## config.mk

```make
export PLATFORM = sky130hd
export DESIGN_NAME = cs_fifoc2cs
export DESIGN_NICKNAME = d
export VERILOG_FILES = /design/src/rtl/cs_fifoc2cs.sv
export SDC_FILE = /design/constraint.sdc
export NUM_CORES = 1
export LEC_CHECK = 0
export ABC_AREA = 0
export CORE_ASPECT_RATIO = 0.7
export CORE_MARGIN = 10
export CORE_UTILIZATION = 30
export CTS_CLUSTER_DIAMETER = 100
export CTS_CLUSTER_SIZE = 24
export DETAILED_ROUTE_END_ITERATION = 8
export PLACE_DENSITY_LB_ADDON = 0.08
export SLEW_MARGIN = 5
export SYNTH_ARGS = -nofsm -noshare
export SYNTH_HDL_FRONTEND = slang
export SYNTH_SLANG_ARGS = --single-unit
```

## constraint.sdc

```tcl
create_clock -name clk -period 10.4 [get_ports clk]
set_input_delay 2.08 -clock clk [delete_from_list [all_inputs] [get_ports clk]]
set_output_delay 2.08 -clock clk [all_outputs]
set_load 0.1 [all_outputs]
```

## src/rtl/cs_fifoc2cs.sv

```systemverilog
// cs_fifoc2cs: pops one command frame from fifoc, checks header and checksum,
// and commits the nine payload bytes to cmd_* atomically for cs_cmd.
module cs_fifoc2cs #(
    parameter logic [7:0] HEAD0   = 8'h55,
    parameter logic [7:0] HEAD1   = 8'hAA,
    parameter int         TIMEOUT = 1024
) (
    input  logic       clk,
    input  logic       rst_dev,
    input  logic       fs,
    output logic       fd,
    input  logic       fifoc_empty,
    output logic       fifoc_rxen,
    input  logic [7:0] fifoc_rxd,
    output logic       err,
    output logic [7:0] cmd_kdev,
    output logic [7:0] cmd_smpr,
    output logic [7:0] cmd_filt,
    output logic [7:0] cmd_mix0,
    output logic [7:0] cmd_mix1,
    output logic [7:0] cmd_reg4,
    output logic [7:0] cmd_reg5,
    output logic [7:0] cmd_reg6,
    output logic [7:0] cmd_reg7
);
    localparam int TW = $clog2(TIMEOUT + 1);
    typedef enum logic [2:0] {IDLE, HUNT0, HUNT1, DATA, CSUM, DONE} state_t;
    state_t          state;
    logic            rd_out;
    logic [3:0]      idx;
    logic [7:0]      sum;
    logic [TW-1:0]   tcnt;
    logic [8:0][7:0] shadow;
    logic [8:0][7:0] cmd;
    logic            reading;
    logic            counting;
    logic            tmo;
    assign reading    = state inside {HUNT0, HUNT1, DATA, CSUM};
    assign counting   = state inside {HUNT1, DATA, CSUM};
    // gating on fs keeps an aborting handshake from popping a byte it would only drop
    assign fifoc_rxen = reading && fs && !fifoc_empty && !rd_out;
    assign tmo        = counting && !rd_out && tcnt == TW'(TIMEOUT);
    assign {cmd_reg7, cmd_reg6, cmd_reg5, cmd_reg4, cmd_mix1,
            cmd_mix0, cmd_filt, cmd_smpr, cmd_kdev} = cmd;
    always_ff @(posedge clk or posedge rst_dev) begin
        if (rst_dev) begin
            state  <= IDLE;
            rd_out <= 1'b0;
            idx    <= '0;
            sum    <= '0;
            tcnt   <= '0;
            shadow <= '0;
            cmd    <= '0;
            fd     <= 1'b0;
            err    <= 1'b0;
        end else begin
            rd_out <= fifoc_rxen;
            tcnt   <= (!counting || rd_out) ? '0 : (tcnt == TW'(TIMEOUT)) ? tcnt : tcnt + 1'b1;
            if (reading && !fs) begin
                state  <= IDLE;
                rd_out <= 1'b0;
            end else if (rd_out) begin
                case (state)
                    HUNT0: if (fifoc_rxd == HEAD0) state <= HUNT1;
                    HUNT1: begin
                        if (fifoc_rxd == HEAD1) begin
                            state <= DATA;
                            idx   <= '0;
                            sum   <= '0;
                        end else if (fifoc_rxd != HEAD0) state <= HUNT0;
                    end
                    DATA: begin
                        shadow[idx] <= fifoc_rxd;
                        sum         <= sum + fifoc_rxd;
                        idx         <= idx + 4'd1;
                        if (idx == 4'd8) state <= CSUM;
                    end
                    CSUM: begin
                        if (fifoc_rxd == sum) begin
                            cmd   <= shadow;
                            fd    <= 1'b1;
                            state <= DONE;
                        end else begin
                            err   <= 1'b1;
                            state <= HUNT0;
                        end
                    end
                    default: ;
                endcase
            end else if (tmo) begin
                err   <= 1'b1;
                state <= HUNT0;
            end else if (state == IDLE && fs) begin
                state <= HUNT0;
            end else if (state == DONE && !fs) begin
                state <= IDLE;
                fd    <= 1'b0;
            end
        end
    end
endmodule
```

# Yosys cells after proc, flatten, opt, wreduce, memory -nomap -nowiden
# Cells that the tools add are included.
# word_totals
reg_bits	173
input_bits	12
output_inout_bits	75
elab_cells	111
# op_classes
add_sub_neg	3
order_cmp	2
n_eq_ne	22
n_mux	31
bitwise_logic	1
n_reduce_logical	27
# ops
op	n
72-bit bitwise mux	1
8-bit demux with 4-bit select	1
3-bit two-way mux	10
11-bit two-way mux	2
8-bit two-way mux	2
8-bit one-hot mux with 2 select lines	1
3-bit one-hot mux with 4 select lines	1
4-bit AND reduction	3
11-bit by 1-bit adder with 11-bit output (second input constant)	1
11-bit == test (second input constant)	1
1-bit two-way mux	11
1-bit logical AND	9
8-bit adder	1
8-bit by 7-bit == test with 1-bit output (second input constant)	1
8-bit == test	1
8-bit == test (second input constant)	1
2-bit != test (second input constant)	4
4-bit by 2-bit != test with 1-bit output (second input constant)	2
8-bit by 7-bit != test with 1-bit output (second input constant)	1
4-bit one-hot mux with 2 select lines	1
3-bit by 2-bit == test with 1-bit output (second input constant)	2
3-bit == test (second input constant)	2
2-bit by 1-bit != test with 1-bit output (second input constant)	3
6-bit by 1-bit != test with 1-bit output (second input constant)	1
other kinds (18)	23

# Longest topological paths before layout
# Gate-level depths: netlist of run 1.
# logic_depth
word_depth	7
depth_mapped	7
mapped_depth_nobuf	7

# Least setup slack after synthesis of run 1
# Ideal clock, no wire load.
# synth_path
kind	input to output
startpoint	input port fs
endpoint	output port fifoc_rxen
arrival_time_ns	5.492
required_ns	8.320
slack_ns	2.828
cell_stages	2
n_path_buf	1
path_cell_list	clkbuf_1 > nor4b_1
# synth_between
elab_chain_cells	3
# synth_rtl
item	line	source
start: declaration	10	input logic fs,
1-bit logical AND (3 in series)	41	assign fifoc_rxen = reading && fs && !fifoc_empty && !rd_out;
end: declaration	13	output logic fifoc_rxen,
# Every way passes these cells.

# Worst setup path in the final report of run 1
# Same ends and word-level chain as after synthesis.

==> results of run 1 <==
==> Yosys cell counts, types with 4 or more instances <==
cell      count  area share [%]
ha_1         13             2.2
o21bai_1      4            0.40
buf_6         8             1.2
nor4_1        6            0.51
inv_1        10            0.51
nand3_1      12            0.81
xor2_1        8            0.94
a21o_1        8            0.81
nor3_1        4            0.27
nand2_1      20             1.0
nand2_2       4            0.34
a21oi_1       6            0.40
clkbuf_1     15            0.76
nor2_1       23             1.2
dfrtp_1     173              58
xnor2_1       8            0.94
mux2_1       10             1.5
o21ai_0      18             1.2
mux2_2      135              20
nand2_4       4            0.61
==> worst max-delay path: cells and delay by family <==
kind / cells / cell delay, ns
buf+inv: 2 / 1.96
simple gates: 1 / 0.30
==> kinds of logic (layout without fill, tap and decap cells) <==
| logic type | after synthesis | after routing | synth area share [%] |
|---|---|---|---|
| AOI/OAI and AO/OA | 53 | 53 | 4.620 |
| xor gates and xnor gates | 16 | 16 | 1.888 |
| adders and majority gates | 14 | 14 | 2.462 |
| buffers and inverters | 33 | 133 | 2.479 |
| DFF | 173 | 173 | 58.34 |
| muxes | 147 | 147 | 22.27 |
| other | 0 | 2 | 0 |
| and+or+nand+nor | 98 | 98 | 7.942 |
==> metal layers <==
layer / GRT usage, % / vias up / share of wire [%]
met5: 0 / - / 0
met4: 3.142 / 0 / 0.87
met3: 3.522 / 11 / 4.5
met2: 17.97 / 74 / 46
met1: 15.44 / 2332 / 49
li1: - / 2090 / -
==> metrics by stage <==
stage | cell area (sq um) | power [mW] | utilization [%] | instances | setup slack, ns
after floorplan | 7421 | 0.8716 | - | 534 | 2.828
after global placement | 8584 | 0.9184 | 35.03 | 927 | 4.015
after detailed placement | 8584 | 0.9219 | 35.03 | 927 | 3.945
after CTS | 9168 | 1.565 | 37.41 | 959 | 3.941
after global routing | 9168 | 1.616 | 37.41 | 959 | 3.893
final | 9173 | 1.539 | 37.43 | 961 | 3.973
==> where the power goes <==
| group | internal, mW | total, mW | leakage [nW] | switching (mW) |
|---|---|---|---|---|
| sequential | 0.692 | 0.722 | 2.41 | 0.0301 |
| combinational | 0.0682 | 0.186 | 1.70 | 0.118 |
| clock | 0.362 | 0.631 | 0.281 | 0.269 |
==> worst paths after layout <==
kind | startpoint | endpoint | slack (ns) | depth (start not counted)
max in group asynchronous | rst_dev | cmd_reg5[0]$_DFFE_PP0P_ | 6.70 | 3
max reg2reg | sum[4]$_DFFE_PP0P_ | cmd_reg7[7]$_DFFE_PP0P_ | 7.31 | 6
min reg2reg | sum[0]$_DFFE_PP0P_ | sum[0]$_DFFE_PP0P_ | 0.48 | 2
max | fs | fifoc_rxen | 3.97 | 3
min in group asynchronous | rst_dev | cmd_smpr[2]$_DFFE_PP0P_ | 2.24 | 2
min | sum[0]$_DFFE_PP0P_ | sum[0]$_DFFE_PP0P_ | 0.48 | 2
==> area by class of cell <==
class / instances / area [sq um]
fill: 2367 / 15330
sequential: 173 / 4329
multi-input combinational: 328 / 2908
timing repair buffer: 91 / 898.4
clock buffer: 19 / 442.9
tap: 325 / 406.6
clock inverter: 13 / 140.1
inverter: 10 / 42.54
antenna: 2 / 5.005
==> flip-flops by register name, summed over array words and instances, names as in the netlist <==
| signal | cells |
|---|---|
| tcnt | 11 |
| cmd_filt | 8 |
| shadow | 72 |
| cmd_mix0 | 8 |
| cmd_kdev | 8 |
| fd | 1 |
| idx | 4 |
| cmd_mix1 | 8 |
| cmd_reg6 | 8 |
| rd_out | 1 |
| cmd_reg7 | 8 |
| err | 1 |
| cmd_reg4 | 8 |
| cmd_reg5 | 8 |
| sum | 8 |
| state | 3 |
| cmd_smpr | 8 |
==> results.tsv, run 1 <==
stage	metric	value	unit
sta	hold_violations	0	
setup_path	crit_type	in -> out	
final_layout	drive_above_1_share	29.97	%
clocking	clk_path_buf_depth	2	
routing	drc_errors	0	
pwr	p_per_area	167.8	nW/um^2
job	maxCapViolations	0	
die	die_w	208.0	um
sta	tns	0	ns
clocking	cts-root-buf	clkbuf_16	
clocking	cts_tree	built	
sta	setup_viol	0	
routing	routed_wirelength	17580	um
setup_path	path_common_cell	clkdlybuf4s50_1	
final_layout	final_common_cell	dfrtp_1	
logic_synthesis	yosysUniqueCellTypes	51	
clocking	path_clk_slew	0.06	ns
global_route	grt_pass1_wl	28430	um
logic_synthesis	async_flop_share	100.0	%
die	die_area	31530	sq um
placement	routabilityCongestion	0.7587	
setup_path	cp_max_fo	13	
logic_synthesis	synth-edff-count	0	
pwr	ir_drop	110.8	uV
sta	rsz0062_at_grt	no	
die	start_util	30.28	%
global_route	antenna_found_initial	0	
clocking	hold_buffers	0	
clocking	cts_max_level	4	
die	core	24500	sq um
routing	routed-via-count	4507	
global_route	grt_pass1_vias	4845	
routing	vias_per_cell	4.690	
setup_path	crit_path_top_delay_cell	clkdlybuf4s50_1	
pwr	p_leak	4.385	nW
global_route	grt_use_total	11.59	%
sta	fmax	155.6	MHz
final_layout	layout_common_cells	173 x dfrtp_1, 135 x mux2_2, 86 x clkdlybuf4s50_1	
final_layout	area_growth	23.60	%
setup_path	endpoint_kind	primary output	
clocking	clk-insertion-delay-late	0.43	ns
routing	final_antenna_net_count	0	
setup_path	cp.required	8.32	ns
sta	slew_violations	0	
setup_path	crit_arrival	4.35	ns
logic_synthesis	avgSynthCellArea	13.90	sq um
sta	fin_crit_sh	61.80	%
sta	worstMarginPinSlew	1.103	ns
sta	clock_skew	0.01104	ns
global_route	grt_max_degree	103	
routing	drtIter0Drc	198	
die	num_rows	48	
logic_synthesis	yosysSeqAreaShare	58.34	%
die	io_pins	87	
setup_path	cp_slowest_stage_delay	1.19	ns
routing	post_drt_wl_per_cell	18.29	um
placement	port_buffers	86	
logic_synthesis	synth_nets	560	
sta	hold_ws	0.4849	ns
placement	dp_hpwl	11550	um
clocking	cts_setup_buffers	0	
final_layout	layout.nets	647	
run_status	status	finished clean	
sta	min_period	6.427	ns
setup_path	crit_path_start_kind	input pin	
logic_synthesis	syn_inst	534	
clocking	cts.repair.resized	0	
setup_path	crit_chain	clkdlybuf4s50_1 -> nor4b_1 -> clkdlybuf4s50_1	
sta	slew_headroom	25.94	%
logic_synthesis	netlist_area	7421	sq um
global_route	overflow	0	
logic_synthesis	synth_seq_cells	173	
clocking	numCtsBuffers	17	
routing	dr.pass1.iters	4	
logic_synthesis	yosys_warnings	0	
logic_synthesis	synth_ff_type	dfrtp_1	
clocking	numClockSinks	173	
hold_path	hold_path.class	reg -> reg	
die	die_y	151.6	um
No activity file was read; power rests on OpenSTA's default activity.
==> run 2, diff against run 1 <==
==> constraint.sdc (replaced) <==
create_clock -name clk -period 5.3 [get_ports clk]
set_input_delay 1.06 -clock clk [delete_from_list [all_inputs] [get_ports clk]]
set_output_delay 1.06 -clock clk [all_outputs]
set_load 0.1 [all_outputs]
==> run 2 against run 1 <==
Compared with the run above:
- utilization rose by 0.25 points
- non-clock buffer count rose by 4
- via count is 0.18% lower
- largest cell class unchanged
- power rose by 98%
- routed wire length increased by 2.0%
- design area up 0.67%
- register-to-register slack lost 4.5 ns
- setup slack worse by 2.2 ns
==> results.tsv, run 2 (same netlist as run 1, synthesis figures left out) <==
stage	metric	value	unit
setup_path	ff2ff_setup_slack	2.82	ns
sta	fin_ws	1.774	ns
sta	tns	0	ns
global_route	overflow	0	
run_status	status	finished clean	
final_layout	final_common_cell	dfrtp_1	
sta	worstMarginPinSlew	1.132	ns
setup_path	path_delay_family	buffers and inverters	
die	num_rows	48	
pwr	sw_frac_of_total	27.94	%
final_layout	area_growth	24.43	%
setup_path	reg2reg_from	sum[4]$_DFFE_PP0P_	
setup_path	regToRegEndpoint	cmd_smpr[3]$_DFFE_PP0P_	
hold_path	min_path_cells	1	
die	io_pins	87	
placement	dp_cells	931	
global_route	antenna_found_initial	0	
global_route	grt_max_degree	119	
placement	place_ws	1.392	ns
pwr	pwr-share-clk	41.4	%
final_layout	largest-register	shadow	
pwr	switchingPower	0.8517	mW
die	die_y	151.6	um
placement	dp_hpwl	11600	um
routing	topRoutingLayerUsed	met4	
clocking	path_clk_slew	0.07	ns
global_route	grt_pass1_wl	28830	um
sta	slew_headroom	24.06	%
routing	dr.pass1.iters	6	
setup_path	crit_chain	clkdlybuf4s50_1 -> nor4b_2 -> buf_4	
clocking	cts_tree	built	
final_layout	top_regs	shadow (72), tcnt (11)	
pwr	p_seq_share	46.4	%
sta	slew_violations	0	
clocking	cts_max_level	4	
clocking	cts.repair.resized	0	
setup_path	crit_path_start_kind	input pin	
setup_path	reg2reg_depth	6	
routing	post_drt_wl_per_cell	18.60	um
clocking	numClockSinks	173	
pwr	p_per_area	330.2	nW/um^2
die	die_area	31530	sq um
routing	routed_wirelength	17940	um
clocking	cts-root-buf	clkbuf_16	
die	start_util	30.28	%
routing	routed-via-count	4499	
die	die_w	208.0	um
sta	clock_skew	0.01342	ns
sta	fmax	283.6	MHz
setup_path	crit_path_top_delay_cell	clkdlybuf4s50_1	
routing	vias_per_cell	4.667	
final_layout	layout.nets	651	
routing	drc_errors	0	
final_layout	largest_reg_flops	72	
pwr	p_total	3.049	mW
setup_path	endpoint_kind	primary output	
setup_path	cp.required	4.24	ns
routing	met3WireLength	901	um
sta	hold_violations	0	
routing	met1_length	9253	um
hold_path	hold_path.class	reg -> reg	
sta	rsz0062_at_grt	no	
routing	final_antenna_net_count	0	
sta	min_period	3.526	ns
routing	drtIter0Drc	278	
routing	dr_wl_met2	7625	um
clocking	clk-insertion-delay-late	0.43	ns
placement	port_buffers	86	
job	maxCapViolations	0	
sta	setup_viol	0	
pwr	p_leak	4.408	nW
pwr	intPower	2.197	mW
setup_path	crit_type	in -> out	
clocking	hold_buffers	0	
final_layout	finalNonFillerCells	964	
pwr	ir_drop	205.0	uV
pwr	comb_power_share	12.2	%
setup_path	crit_arrival	2.47	ns
die	core	24500	sq um
setup_path	cp_slowest_stage_delay	0.79	ns
clocking	cts_setup_buffers	0	
sta	fin_crit_sh	66.53	%
setup_path	critPathBufInv	2	
final_layout	layout_common_cells	173 x dfrtp_1, 135 x mux2_2, 85 x clkdlybuf4s50_1	
final_layout	drive_above_1_share	30.88	%
hold_path	hold_path_end	shadow[41]$_DFFE_PP0P_	
global_route	grt_use_total	11.79	%
hold_path	hold_path.startpoint	shadow[41]$_DFFE_PP0P_	
final_layout	fin_util	37.68	%
placement	routabilityCongestion	0.7036	
clocking	clk_path_buf_depth	2	
clocking	numCtsBuffers	17	
setup_path	cp_max_fo	13	
global_route	grt_pass1_vias	4928	
run 2: how the worst max path moves through the flow:
stage / startpoint / endpoint / cells after the start
after floorplan: fs / fifoc_rxen / 2
after global placement: fifoc_rxd[4] / cmd_reg7[2]$_DFFE_PP0P_ / 8
after detailed placement: fifoc_rxd[4] / cmd_filt[5]$_DFFE_PP0P_ / 8
after CTS: fs / fifoc_rxen / 3
after global routing: fs / fifoc_rxen / 3
final: fs / fifoc_rxen / 3
run 2: area by class of cell:
cell class	count	area, sq um
Fill cell	2334	15270
Sequential cell	173	4329
Multi-Input combinational cell	328	2914
Timing Repair Buffer	95	950.9
Clock buffer	17	425.4
Tap cell	325	406.6
Clock inverter	15	163.9
Inverter	10	41.29
Antenna cell	1	2.502
run 2: per-stage QoR:
stage / hold WS, ns / instance area (sq um)
2_1_floorplan: 0.4538 / 7431
3_3_place_gp: 0.4655 / 8642
3_5_place_dp: 0.4804 / 8642
4_1_cts: 0.4961 / 9231
5_1_grt: 0.5131 / 9231
6_report: 0.4895 / 9234
run 2: per-layer routing:
layer / vias up / global-route usage [%]
met1: 2311 / 16.36
li1: 2092 / -
met3: 10 / 3.789
met5: - / 0
met2: 86 / 17.26
met4: 0 / 3.250
run 2: power groups by stage:
stage	clock network, mW	logic, mW	registers [mW]
6_report	1.26	0.371	1.42
5_1_grt	1.36	0.415	1.42
4_1_cts	1.31	0.376	1.42
3_5_place_dp	0	0.374	1.44
3_3_place_gp	0	0.366	1.44
2_1_floorplan	0	0.279	1.43
